--- config.mk ---
export PLATFORM = sky130hd
export DESIGN_NAME = inst_fetch_unit
export DESIGN_NICKNAME = d
export VERILOG_FILES = /design/src/rtl/inst_fetch_unit_pkg.sv /design/src/rtl/inst_fetch_unit_fifo.sv /design/src/rtl/inst_fetch_unit.sv
export SDC_FILE = /design/constraint.sdc
export NUM_CORES = 1
export LEC_CHECK = 0
export ABC_CLOCK_PERIOD_IN_PS = 7800
export BUFFER_PORTS_ARGS = -buffer_cell sky130_fd_sc_hd__buf_4
export CORE_MARGIN = 3
export CORE_UTILIZATION = 50
export DETAILED_ROUTE_END_ITERATION = 8
export PLACE_DENSITY = 0.78
export SLEW_MARGIN = 30
export SYNTH_ARGS = -nofsm -noshare
export SYNTH_HDL_FRONTEND = slang
export SYNTH_SLANG_ARGS = --single-unit
export TNS_END_PERCENT = 5
--- constraint.sdc ---
create_clock -name clk -period 7.8 [get_ports clk]
set_clock_uncertainty 0.05 [all_clocks]
set_input_delay 1.17 -clock clk [delete_from_list [all_inputs] [get_ports clk]]
set_output_delay 1.17 -clock clk [all_outputs]
set_load 0.01 [all_outputs]
--- src/rtl/inst_fetch_unit_pkg.sv ---
`default_nettype none
// ============================================================================
//  Module   : inst_fetch_unit_pkg
//  Brief    : Shared types and constants for the instruction fetch front-end
//  Revision : 1.0 - initial release
// ============================================================================
package inst_fetch_unit_pkg;

    // Fetch sequencer states
    typedef enum logic [1:0] {
        IDLE = 2'd0,
        REQ  = 2'd1,
        DROP = 2'd2
    } fetch_state_t;

    localparam int          INSTR_W = 32;
    localparam int          PC_INC  = 4;
    localparam logic [31:0] NOP     = 32'h0;

endpackage
`default_nettype wire

--- src/rtl/inst_fetch_unit_fifo.sv ---
`default_nettype none
// ============================================================================
//  Module   : fetch_fifo
//  Brief    : Prefetch FIFO holding {pc, instr} pairs; flush beats push/pop
//  Revision : 1.0 - initial release
// ============================================================================
module fetch_fifo
    import inst_fetch_unit_pkg::*;
#(
    parameter  int ADDR_W = 32,
    parameter  int DEPTH  = 2,
    localparam int PTR_W  = $clog2(DEPTH),
    localparam int CNT_W  = PTR_W + 1
) (
    input  logic               clk,
    input  logic               rst,
    input  logic               push,
    input  logic               pop,
    input  logic               flush,
    input  logic [ADDR_W-1:0]  push_pc,
    input  logic [INSTR_W-1:0] push_instr,
    output logic [CNT_W-1:0]   count,
    output logic [ADDR_W-1:0]  head_pc,
    output logic [INSTR_W-1:0] head_instr
);

    logic [ADDR_W-1:0]  pc_mem    [DEPTH];
    logic [INSTR_W-1:0] instr_mem [DEPTH];
    logic [PTR_W-1:0]   wr_ptr;
    logic [PTR_W-1:0]   rd_ptr;

    // Storage, pointers and occupancy; storage is cleared on reset so the
    // head outputs read as zero until the first push.
    always_ff @(posedge clk) begin
        if (rst) begin
            wr_ptr <= '0;
            rd_ptr <= '0;
            count  <= '0;
            for (int i = 0; i < DEPTH; i++) begin
                pc_mem[i]    <= '0;
                instr_mem[i] <= NOP;
            end
        end else if (flush) begin
            wr_ptr <= '0;
            rd_ptr <= '0;
            count  <= '0;
        end else begin
            if (push) begin
                pc_mem[wr_ptr]    <= push_pc;
                instr_mem[wr_ptr] <= push_instr;
                wr_ptr            <= wr_ptr + PTR_W'(1);
            end
            if (pop) begin
                rd_ptr <= rd_ptr + PTR_W'(1);
            end
            case ({push, pop})
                2'b10:   count <= count + CNT_W'(1);
                2'b01:   count <= count - CNT_W'(1);
                default: count <= count;
            endcase
        end
    end

    assign head_pc    = pc_mem[rd_ptr];
    assign head_instr = instr_mem[rd_ptr];

endmodule
`default_nettype wire

--- src/rtl/inst_fetch_unit.sv ---
`default_nettype none
// ============================================================================
//  Module   : inst_fetch_unit
//  Brief    : Fetch PC owner, imem req/ack sequencer and prefetch buffer
//  Revision : 1.0 - initial release
// ============================================================================
module inst_fetch_unit
    import inst_fetch_unit_pkg::*;
#(
    parameter int                ADDR_W   = 32,
    parameter logic [ADDR_W-1:0] RESET_PC = '0,
    parameter int                DEPTH    = 2
) (
    input  logic               clk,
    input  logic               rst,
    output logic               imem_req,
    output logic [ADDR_W-1:0]  imem_addr,
    input  logic               imem_ack,
    input  logic [INSTR_W-1:0] imem_rdata,
    input  logic               redirect,
    input  logic [ADDR_W-1:0]  redirect_pc,
    output logic               out_valid,
    output logic [INSTR_W-1:0] out_instr,
    output logic [ADDR_W-1:0]  out_pc,
    input  logic               out_ready
);

    localparam int CNT_W = $clog2(DEPTH) + 1;

    fetch_state_t      state, state_nx;
    logic [ADDR_W-1:0] fpc, fpc_nx;
    logic [ADDR_W-1:0] addr_nx;
    logic [ADDR_W-1:0] fpc_inc;
    logic [ADDR_W-1:0] redirect_target;
    logic [CNT_W-1:0]  count;
    logic [CNT_W-1:0]  count_after;
    logic              push;
    logic              pop;
    logic              flush;

    // Redirect targets are word aligned; the low two bits are dropped.
    assign redirect_target = redirect_pc & ~ADDR_W'(3);
    assign fpc_inc         = fpc + ADDR_W'(PC_INC);
    assign pop             = out_valid && out_ready;
    // Occupancy after a push in REQ combined with any pop this cycle.
    assign count_after     = count + CNT_W'(1) - CNT_W'(pop);
    assign imem_req        = (state == REQ) || (state == DROP);
    assign out_valid       = (count != '0);

    // State, fetch PC and request address registers
    always_ff @(posedge clk) begin
        if (rst) begin
            state     <= IDLE;
            fpc       <= RESET_PC;
            imem_addr <= RESET_PC;
        end else begin
            state     <= state_nx;
            fpc       <= fpc_nx;
            imem_addr <= addr_nx;
        end
    end

    // Next-state, PC update and FIFO control; redirect always wins
    always_comb begin
        state_nx = state;
        fpc_nx   = fpc;
        addr_nx  = imem_addr;
        push     = 1'b0;
        flush    = 1'b0;
        case (state)
            IDLE: begin
                if (redirect) begin
                    fpc_nx = redirect_target;
                    flush  = 1'b1;
                end else if (count < CNT_W'(DEPTH)) begin
                    state_nx = REQ;
                    addr_nx  = fpc;
                end
            end
            REQ: begin
                if (redirect) begin
                    // Acked data is stale; an unacked request must still
                    // complete, so it is drained in DROP.
                    fpc_nx   = redirect_target;
                    flush    = 1'b1;
                    state_nx = imem_ack ? IDLE : DROP;
                end else if (imem_ack) begin
                    push   = 1'b1;
                    fpc_nx = fpc_inc;
                    if (count_after < CNT_W'(DEPTH)) begin
                        addr_nx = fpc_inc;
                    end else begin
                        state_nx = IDLE;
                    end
                end
            end
            DROP: begin
                if (redirect) begin
                    fpc_nx = redirect_target;
                    flush  = 1'b1;
                end
                if (imem_ack) begin
                    state_nx = IDLE;
                end
            end
            default: begin
                state_nx = IDLE;
            end
        endcase
    end

    fetch_fifo #(
        .ADDR_W (ADDR_W),
        .DEPTH  (DEPTH)
    ) u_fifo (
        .clk        (clk),
        .rst        (rst),
        .push       (push),
        .pop        (pop),
        .flush      (flush),
        .push_pc    (fpc),
        .push_instr (imem_rdata),
        .count      (count),
        .head_pc    (out_pc),
        .head_instr (out_instr)
    );

endmodule
`default_nettype wire

**Word-level counts from Yosys, hierarchy flattened**

Memories as Yosys holds them, arrays and structs flattened. A register that Yosys moved wholly into a read port is not among the register bits.
Index checks and enable logic that the tools add are counted.

- Bits in registers: 70
- RAM bits: 128
- Input port bits: 69
- Output and inout bits: 98
- Word-level logic and storage cells: 84
- Memories kept: 2

- Add/subtract/negate cells: 6
- Order comparisons: 2
- Equal/unequal tests: 13
- Multiplexer cells: 40
- Reductions and logical operators: 15

Memories:

| memory | words | width | read ports | clocked after Yosys merged registers in | wr ports | line | text |
|---|---|---|---|---|---|---|---|
| u_fifo.instr_mem | 2 | 32 | 1 | 1 | 2 | inst_fetch_unit_fifo.sv:28 | `logic [INSTR_W-1:0] instr_mem [DEPTH];` |
| u_fifo.pc_mem | 2 | 32 | 1 | 1 | 2 | inst_fetch_unit_fifo.sv:27 | `logic [ADDR_W-1:0] pc_mem [DEPTH];` |

Operators by type and width:

| cell | count |
|---|---|
| 32-bit 2-to-1 mux | 10 |
| 32-bit case mux with 2 select lines | 2 |
| 32-bit OR reduction | 2 |
| 32-bit by 3-bit adder with 32-bit output (second input constant) | 1 |
| 1-bit 2-to-1 mux | 19 |
| 2-bit 2-to-1 mux | 7 |
| 2-bit != test (second input constant) | 5 |
| 2-bit nonzero test | 4 |
| 3-bit != test (second input constant) | 2 |
| 2-bit case mux with 3 select lines | 1 |
| 6-bit AND reduction | 1 |
| 5-bit AND reduction | 1 |
| 2-bit by 1-bit equality test with 1-bit output (second input constant) | 2 |
| 2-bit equality test (second input constant) | 2 |
| 2-bit less-than comparator (second input constant) | 2 |
| 2-bit by 1-bit != test with 1-bit output (second input constant) | 2 |
| 2-bit case mux with 2 select lines | 1 |
| 2-bit OR reduction | 2 |
| 3-bit AND reduction | 1 |
| 3-bit OR reduction | 1 |
| 1-bit adder (second input constant) | 2 |
| 2-bit by 1-bit adder with 2-bit output (second input constant) | 1 |
| 2-bit zero test | 1 |
| 2-bit by 1-bit subtractor with 2-bit output | 1 |
| other kinds (3) | 3 |

**Depth between registers and ports, before layout**

Gate-level depths: netlist of the first run.

- Depth in word-level cells: 9
- Gate-level depth with buffers: 10
- Gate-level depth less buffers: 9

**Modules after synthesis**

A second synthesis of the first run with hierarchy kept.

- Cell total of the unflattened synthesis: 876
- Area, all modules: 9694.3 um^2

Modules (own cells, without submodules):

| module | times used | cells each | area each (um^2) | seq. area each (um^2) |
|---|---|---|---|---|
| fetch_fifo | 1 | 380 | 5853.1 | 3943.8 |
| inst_fetch_unit | 1 | 496 | 3841.2 | 1241.2 |

**Least setup slack after synthesis of the first run**

OpenSTA, ideal clock, no wires.

- Path kind: input port to flip-flop
- Start: in redirect
- End: mem u_fifo.instr_mem[0][0] (enable)
- Setup time: 0.495 ns
- Arrival: 4.604 ns
- Data required time: 7.255 ns
- Slack: 2.651 ns
- Cell stages on the path: 4
- Path buffers: 1
- Cell sequence: clkbuf_1 nor2_1 nand2_1 o21bai_1

RTL lines:

| what | line | text |
|---|---|---|
| from (decl) | inst_fetch_unit.sv:20 | `input logic redirect,` |
| to (decl) | inst_fetch_unit_fifo.sv:28 |  |

==> results.md, run 1 <==
- The flow ran to the end, and the final reports show no timing, DRC or antenna violations.
- Among all cell types in the netlist, the one instantiated most often is sky130_fd_sc_hd__and2_1.
- Of the available clock period, the critical path in the final layout requires 0.4979.
- The synthesized netlist occupies a cell area of 9264 µm².
- The half-perimeter wire length of the detailed placement result is 14160 µm.
- Entering global routing, the biggest net connects 71 pins.
- Clock-pin slew was measured on the worst setup and hold paths at about 70 ps.
- The number of max-cap violations is 0.
- Sorting the synthesized cells by how often they occur yields 126 x sky130_fd_sc_hd__and2_1, 124 x sky130_fd_sc_hd__edfxtp_1, 67 x sky130_fd_sc_hd__dfxtp_1.
- The slowest stage cell on the critical path is sky130_fd_sc_hd__nor3b_2.
- The final-report setup violation count is 0.
- For this configuration, the core starts out at a cell density of 0.5122.
- Of all flip-flops after synthesis, the portion carrying an async set or reset was 0.
- The path type of the worst min-delay path is register to register.
- The count of instances resized after the clock tree is built is 0.
- Compared with the post-synthesis result, the final layout area differs by 20.61%.
- Measured along the x axis, the die boundary spans roughly 140 µm.
- The net count of the finished layout is 1038.
- In this run the cell area measured after placement is 10540 µm².
- The final non-filler cell total is 1204.
- For the final routed database, the setup TNS stands at 0 ps.
- The maximum clock frequency is 257.5 MHz.
- VDD sags by at most about 220 µV.
- Across all setup checks in the final design, the least slack found is 3916 ps.
- The max-slew violation count came to 0.
- During I/O placement, the number of pins put on the boundary was 167.
- The share of final-layout standard cells stronger than drive strength 1 is 0.2800.
- The finished cells cover 11170 µm².
- The count of hold buffers inserted by post-cts repair is 0.
- The count of flip-flops with a built-in enable after synthesis is 124.
- The largest total area in the synthesized netlist belongs to sky130_fd_sc_hd__edfxtp_1.
- The instance count of the mapped netlist is 855.
- Once detail routing completed, the nets flagged for antenna violations numbered 0.
- Total power for the finished layout comes to 0.003035 W.
- The first global-routing pass estimated 33860 µm of wire.
- From bottom edge to top edge, the die measures 142.1 µm.
- In the final layout, the multi-input gates occupy between 3000 and 4000 µm².
- The fraction of the yosys area taken by sequential cells is 0.5467.
- The tree built by TritonCTS fans out to 191 sinks.
- The kind of launch point of the worst setup path is a register.
- The number of warnings reported in the yosys synthesis log is 0.
- The floorplan has 49 rows.
- In this run the post-CTS setup repair buffer count came out at 0.
- The kind of end point of the critical path is a register.
- The region available for standard cell placement spans 18090 µm².
- Before antenna repair, the detailed router went through 5 iterations.
- In this run, placement finished with an instance count of 1171.
- For the pin with the worst max-slew slack, the measured transition is 901.8 ps.
- Yosys mapped the design onto 53 distinct sky130hd cell types.
- The via density per instance is approximately 5.7.
- After global routing the overflow that remains totals 0.
- The TritonCTS clock tree is yes.
- In the final routed layout, each cell accounts on average for approximately 18 µm.
- The portion of synthesized cell area occupied by the leading cell type is 0.4019.
- The detailed router placed between 6000 and 7000 vias in this run.
- In this run, the number of DRC markers left after iteration 0 of detailed routing was 413.
- Fill cells in the final layout number around 1500.
- The most used flip-flop cell after synthesis is sky130_fd_sc_hd__edfxtp_1.
- After detailed routing, the total wire length is between 20000 and 25000 µm.
- The via count of the first global-routing pass was 6362.
- The number of levels the H-tree was split into is 4.
- The root buffer cell chosen for the clock tree is sky130_fd_sc_hd__clkbuf_16.
- The headroom to the max-slew limit is 0.3955.
- By area the synthesized netlist is led by sky130_fd_sc_hd__edfxtp_1 40%, sky130_fd_sc_hd__dfxtp_1 14%, sky130_fd_sc_hd__and2_1 8.5%.
- Data on the critical path arrives at its endpoint at between 4000 and 5000 ps.
- The peak per-stage delay on the critical path is 770 ps.
- The worst setup path is of the register to register kind.
- The final routed DRC violation total is 0.
- The number of hold violations in the final report is 0.
- Walking the worst path, the cells encountered are ha_1 -> inv_1 -> nor2_1 -> nand2_1 -> nor3b_2 -> buf_4 -> and2_1.
- The number of buffers inserted by port buffering is 160.
- A synthesized cell averages between 10 and 15 µm².
- Summing all flip-flop and latch instances after layout gives a little over 5000 µm².
- The maximum net fanout on the critical path is slightly above 50.
- The die covers 20200 µm².
- The final weighted congestion in routability-driven placement is 0.8613.
- Setup repair after global routing left no endpoint under its margin.
- The clock latency reported for the late side of the worst-skew pair is 430 ps.
- The synthesized design contains 191 register bits.
- The number of antenna diodes in the final layout is 0.
- Dividing total power by cell area gives a power density of 271.6 nW/µm².
- The number of clock buffers added by TritonCTS is 17.
- The endpoint required time on the critical path is about 8000 ps.
- The initial antenna violation count is 0.
- The clock passes through at most 2 buffers.
- The routed design could run at a clock period as short as 3884 ps.
- In the global route stage, overall resource usage came out at 0.2136.
- The pre-CTS setup slack is a little under 4000 ps.
- The leakage power is between 4 and 5 nW.
layout make-up:
class	count	share of cell area
Clock buffer	19	0.03964
Clock inverter	13	0.01433
Inverter	8	0.002688
Multi-Input combinational cell	575	0.3471
Sequential cell	191	0.4534
Tap cell	229	0.02564
Timing Repair Buffer	169	0.1171
worst paths after layout:
kind	startpoint	to	slack, ps	cells after the start
max	state[0]	u_fifo.instr_mem[1][5]	3920	7
min	imem_addr[2]	imem_addr[2]	450	2
max reg2reg	state[0]	u_fifo.instr_mem[1][5]	3920	7
min reg2reg	imem_addr[2]	imem_addr[2]	450	2
metrics by stage:
step                hold slack [ps]    util
finish                        451.2  0.6178
global placement              438.8  0.5813
CTS                           453.7  0.6162
floorplan                     417.1       -
global route                  477.9  0.6178
detailed placement            444.1  0.5828
worst max-delay path: cells and delay by family, from the launching register on:
kind | cells | cell delay (ps)
adders and majority gates | 1 | 730
buffers and inverters | 2 | 880
DFF | 1 | 500
and+or+nand+nor | 4 | 1560
state kept, by name (all words and copies together), names as in the netlist, named ones only:
name              cells
fpc                  30
imem_addr            30
state                 2
u_fifo.count          2
u_fifo.instr_mem     64
u_fifo.pc_mem        60
u_fifo.rd_ptr         1
u_fifo.wr_ptr         1
layer usage:
| layer | global-route usage | up-vias | wire length [µm] |
|---|---|---|---|
| li1 | - | 3290 | - |
| met1 | 0.2732 | 3237 | 8976 |
| met2 | 0.3602 | 251 | 10880 |
| met3 | 0.04368 | 41 | 1406 |
| met4 | 0.07778 | 0 | 543 |
| met5 | 0 | - | 0 |
placed cells by master (no fill, tap or decap), types with 4 or more instances in the layout:
| cell | netlist | routed |
|---|---|---|
| sky130_fd_sc_hd__nand3_1 | 19 | 19 |
| sky130_fd_sc_hd__edfxtp_1 | 124 | 124 |
| sky130_fd_sc_hd__or3_1 | 5 | 5 |
| sky130_fd_sc_hd__inv_1 | 8 | 8 |
| sky130_fd_sc_hd__o22ai_1 | 4 | 4 |
| sky130_fd_sc_hd__a31oi_1 | 7 | 7 |
| sky130_fd_sc_hd__nor4_1 | 12 | 12 |
| sky130_fd_sc_hd__conb_1 | 1 | 4 |
| sky130_fd_sc_hd__nand2b_1 | 4 | 4 |
| sky130_fd_sc_hd__mux2_2 | 62 | 62 |
| sky130_fd_sc_hd__nand2_1 | 43 | 43 |
| sky130_fd_sc_hd__or4_1 | 5 | 5 |
| sky130_fd_sc_hd__xor2_1 | 14 | 14 |
| sky130_fd_sc_hd__o21ai_0 | 21 | 21 |
| sky130_fd_sc_hd__xnor2_1 | 20 | 20 |
| sky130_fd_sc_hd__nor3_1 | 21 | 19 |
| sky130_fd_sc_hd__a211oi_1 | 39 | 38 |
| sky130_fd_sc_hd__clkbuf_16 | 0 | 17 |
| sky130_fd_sc_hd__nor2_1 | 62 | 62 |
| sky130_fd_sc_hd__a21oi_1 | 26 | 26 |
| sky130_fd_sc_hd__buf_4 | 6 | 167 |
| sky130_fd_sc_hd__and4_1 | 5 | 5 |
| sky130_fd_sc_hd__nand4_1 | 11 | 11 |
| sky130_fd_sc_hd__inv_6 | 0 | 4 |
| sky130_fd_sc_hd__a22oi_1 | 9 | 9 |
| sky130_fd_sc_hd__and2_1 | 126 | 126 |
| sky130_fd_sc_hd__and3_1 | 11 | 11 |
| sky130_fd_sc_hd__ha_1 | 7 | 7 |
| sky130_fd_sc_hd__dfxtp_1 | 67 | 66 |
cell families (layout without fill, tap and decap cells):
logic type | Yosys count | after routing | share of synthesized area
other | 1 | 4 | 0.0004048
xor gates and xnor gates | 34 | 34 | 0.03215
DFF | 191 | 191 | 0.5467
and+or+nand+nor | 333 | 333 | 0.1962
buffers and inverters | 92 | 209 | 0.04119
AOI/OAI and AO/OA | 132 | 132 | 0.09522
muxes | 65 | 65 | 0.07861
adders and majority gates | 7 | 7 | 0.009454
power breakdown:
part	switching, W	internal [W]	total, W	leakage [nW]
logic	0.000427	0.000347	0.000774	2.15
clock network	0.000382	0.000515	0.000897	0.296
registers	0.000143	0.00122	0.00136	1.84
Note: power is estimated with default switching activity, not from simulation.
==> inputs of run 2 (changes only) <==
--- a/config.mk
+++ b/config.mk
@@ -5,12 +5,12 @@
 export SDC_FILE = /design/constraint.sdc
 export NUM_CORES = 1
 export LEC_CHECK = 0
-export ABC_CLOCK_PERIOD_IN_PS = 7800
+export ABC_CLOCK_PERIOD_IN_PS = 3300
 export BUFFER_PORTS_ARGS = -buffer_cell sky130_fd_sc_hd__buf_4
 export CORE_MARGIN = 3
 export CORE_UTILIZATION = 50
 export DETAILED_ROUTE_END_ITERATION = 8
-export PLACE_DENSITY = 0.78
+export PLACE_DENSITY = 0.81
 export SLEW_MARGIN = 30
 export SYNTH_ARGS = -nofsm -noshare
 export SYNTH_HDL_FRONTEND = slang
==> constraint.sdc (replaced) <==
create_clock -name clk -period 3.3 [get_ports clk]
set_clock_uncertainty 0.05 [all_clocks]
set_input_delay 0.495 -clock clk [delete_from_list [all_inputs] [get_ports clk]]
set_output_delay 0.495 -clock clk [all_outputs]
set_load 0.01 [all_outputs]
==> results.md, run 2 (same netlist as run 1, synthesis figures left out) <==
- The leading cell type in the layout, fill and taps excluded was sky130_fd_sc_hd__buf_4 (unchanged).
- The data arrival time of the worst path is 2980 ps (was 4130 ps).
- The slowest stage cell on the critical path was sky130_fd_sc_hd__or4_1 (was sky130_fd_sc_hd__nor3b_2).
- The kind of launch point of the worst setup path is a register (unchanged).
- The number of hold violations in the final report is 0 (unchanged).
- The share of final-layout standard cells stronger than drive strength 1 is 0.2909 (was 0.2800).
- The area of the die is 20200 µm² (unchanged).
- The via density per instance came to 5.719 (was 5.664).
- Biggest registers after layout: u_fifo.instr_mem (64), u_fifo.pc_mem (60) (unchanged).
- The half-perimeter wire length of the detailed placement result is 15250 µm (was 14160 µm).
- The path type of the worst min-delay path is primary input to register (was register to register).
- The number of cells traversed by the worst register-to-register path is 6 (was 7).
- The vias after detailed routing was 6972 (was 6819).
- The register with the most flip-flops is u_fifo.instr_mem (unchanged).
- The x dimension of the die is 142.1 µm (unchanged).
- The final routed DRC violation total was 0 (unchanged).
- The placed cell area is 10700 µm² (was 10540 µm²).
- The pre-CTS setup slack is 648.6 ps (was 3935 ps).
- RSZ-0062 raised after global routing: no (unchanged).
- The worst-case vdd ir drop came to 509.2 µV (was 220.1 µV).
- The peak per-stage delay on the critical path is 790 ps (was 770 ps).
- The clock transition at the registers of the reported paths is 70 ps (about the same).
- The period utilization is 0.8276 (was 0.4979).
- The global routing usage summed across all routing layers was 0.2170 (was 0.2136).
- The layout-stage area growth over the synthesis result came to 21.89% (was 20.61%).
- The setup TNS was 0 ps (unchanged).
- The count of clock tree sinks came to 191 (unchanged).
- The kind of end point of the critical path is a register (unchanged).
- The core area is 18090 µm² (unchanged).
- The initial antenna violation count is 0 (unchanged).
- The critical path buffer and inverter count is 0 (was 2).
- The headroom to the max-slew limit is 0.5023 (was 0.3955).
- The maximum buffer depth of the clock tree is 2 (unchanged).
- The post-route antenna net violation count came to 0 (unchanged).
- The number of primary I/O pins is 167 (unchanged).
- The detailed-route wire length per cell came to 18.30 µm (was 18.11 µm).
- The maximum net fanout on the critical path is 8 (was 51).
- The number of buffers inserted by port buffering was 160 (unchanged).
- The starting density of the core is 0.5122 (unchanged).
- The final-report setup violation count is 0 (unchanged).
- The start-to-end type of the worst setup path is register to register (unchanged).
- Commonest cells after routing, fill and taps aside: 179 x sky130_fd_sc_hd__buf_4, 126 x sky130_fd_sc_hd__and2_1, 124 x sky130_fd_sc_hd__edfxtp_1 (was 167 x sky130_fd_sc_hd__buf_4, 126 x sky130_fd_sc_hd__and2_1, 124 x sky130_fd_sc_hd__edfxtp_1).
- The worst-case register-to-register setup slack is 570 ps (was 3920 ps).
- The max-slew violation count is 0 (unchanged).
- The count of hold buffers inserted by post-cts repair is 0 (unchanged).
- The leakage power was 4.349 nW (was 4.283 nW).
- The DRC marker count from the first detailed-route iteration was 532 (was 413).
- The via count of the first global-routing pass was 6800 (was 6362).
- The buffer type at the clock tree root was sky130_fd_sc_hd__clkbuf_16 (unchanged).
- The TritonCTS clock tree is yes (unchanged).
- The endpoint required time on the critical path is 3550 ps (was 8040 ps).
- The maximum number of pins on one net before global-route repair was 61 (was 71).
- The capture point of the worst reg-to-reg path is fpc[20] (was u_fifo.instr_mem[1][5]).
- The post-route cell area came to 11290 µm² (was 11170 µm²).
- The final antenna diode count is 0 (unchanged).
- The startpoint of the most critical register-to-register path is fpc[3] (was state[0]).
- The family of cells with the greatest summed delay on the critical path is simple AND/OR/NAND/NOR gates (unchanged).
- The power density over the cells came to 631.7 nW/µm² (was 271.6 nW/µm²).
- The net count of the finished layout came to 1053 (was 1038).
- The first-pass GRT wire length was 34680 µm (was 33860 µm).
- The die height is 142.1 µm (unchanged).
- The count of instances resized after the clock tree is built is 0 (unchanged).
- Cell Chain, Critical Path: ha_1 -> nand4_1 -> or4_1 -> o21ai_0 -> a21oi_1 -> a2111oi_0 (was ha_1 -> inv_1 -> nor2_1 -> nand2_1 -> nor3b_2 -> buf_4 -> and2_1).
- The number of max-cap violations is 0 (unchanged).
- The number of flip-flops under the largest register name was 64 (unchanged).
- Outcome: completed (unchanged).
- The total clock buffers created by CTS is 17 (unchanged).
- The endpoint of the most critical setup path is fpc[20] (was u_fifo.instr_mem[1][5]).
- The total grt overflow is 0 (unchanged).
- The number of iterations in the first detailed-routing pass is 5 (unchanged).
- The minimum clock period is 2731 ps (was 3884 ps).
- The number of levels the H-tree was split into is 4 (unchanged).
- The aggregate routed wire length was 22310 µm (was 21810 µm).
- The maximum clock frequency is 366.1 MHz (was 257.5 MHz).
- The number of rows created at floorplan is 49 (unchanged).
- The slack of the critical path is 568.9 ps (was 3916 ps).
- The clock latency reported for the late side of the worst-skew pair is 430 ps (about the same).
- The final weighted congestion in routability-driven placement is 0.8975 (was 0.8613).
- The transition time at the pin with the least slew margin is 744.2 ps (was 901.8 ps).
- The number of buffers inserted by post-CTS setup repair is 0 (unchanged).
- The beginning of the critical path was fpc[3] (was state[0]).
- The logic depth of the worst setup path including buffers was 6 (was 7).
-- run 2: layer usage --
metal | GRT usage | vias to the layer above | part of all wire | wire (µm)
met2 | 0.3774 | 265 | 0.50 | 11170
met1 | 0.2648 | 3356 | 0.41 | 9069
met4 | 0.08131 | 0 | 0.026 | 575
li1 | - | 3312 | - | -
met5 | 0 | - | 0 | 0
met3 | 0.04738 | 39 | 0.067 | 1491
-- run 2: through the flow --
stage | util | power, W | instances | hold WS, ps
6_report | 0.6244 | 0.007133 | 1219 | 299.0
5_1_grt | 0.6244 | 0.007493 | 1219 | 285.3
4_1_cts | 0.6240 | 0.007163 | 1219 | 284.1
3_5_place_dp | 0.5918 | 0.005144 | 1187 | 441.8
3_3_place_gp | 0.5918 | 0.005084 | 1187 | 437.9
2_1_floorplan | - | 0.004357 | 858 | 417.1
-- run 2: worst register-to-register path, delay by kind of cell, from the launching register on --
kind	cells	cell delay, ps
and+or+nand+nor	2	1090
DFF	1	450
adders and majority gates	1	300
AOI/OAI and AO/OA	3	710
-- run 2: worst min-delay path by stage --
stage / from / cells past startpoint / end
after floorplan: u_fifo.count[1] / 2 / u_fifo.count[1]
after global placement: imem_addr[16] / 2 / imem_addr[16]
after detailed placement: imem_addr[6] / 2 / imem_addr[6]
after CTS: imem_rdata[29] / 2 / u_fifo.instr_mem[1][29]
after global routing: imem_rdata[29] / 2 / u_fifo.instr_mem[1][29]
final: imem_rdata[28] / 2 / u_fifo.instr_mem[0][28]
-- run 2: layout make-up --
class / count / area, µm²
Fill cell: 1451 / 6794
Clock buffer: 19 / 442.9
Sequential cell: 191 / 5066
Clock inverter: 13 / 138.9
Timing Repair Buffer: 184 / 1444
Inverter: 8 / 30.03
Tap cell: 229 / 286.5
Multi-Input combinational cell: 575 / 3884
-- run 2: report_power, final --
part / switching [W] / internal (W)
Clock: 0.000890 / 0.00114
Combinational: 0.00103 / 0.000843
Sequential: 0.000348 / 0.00288
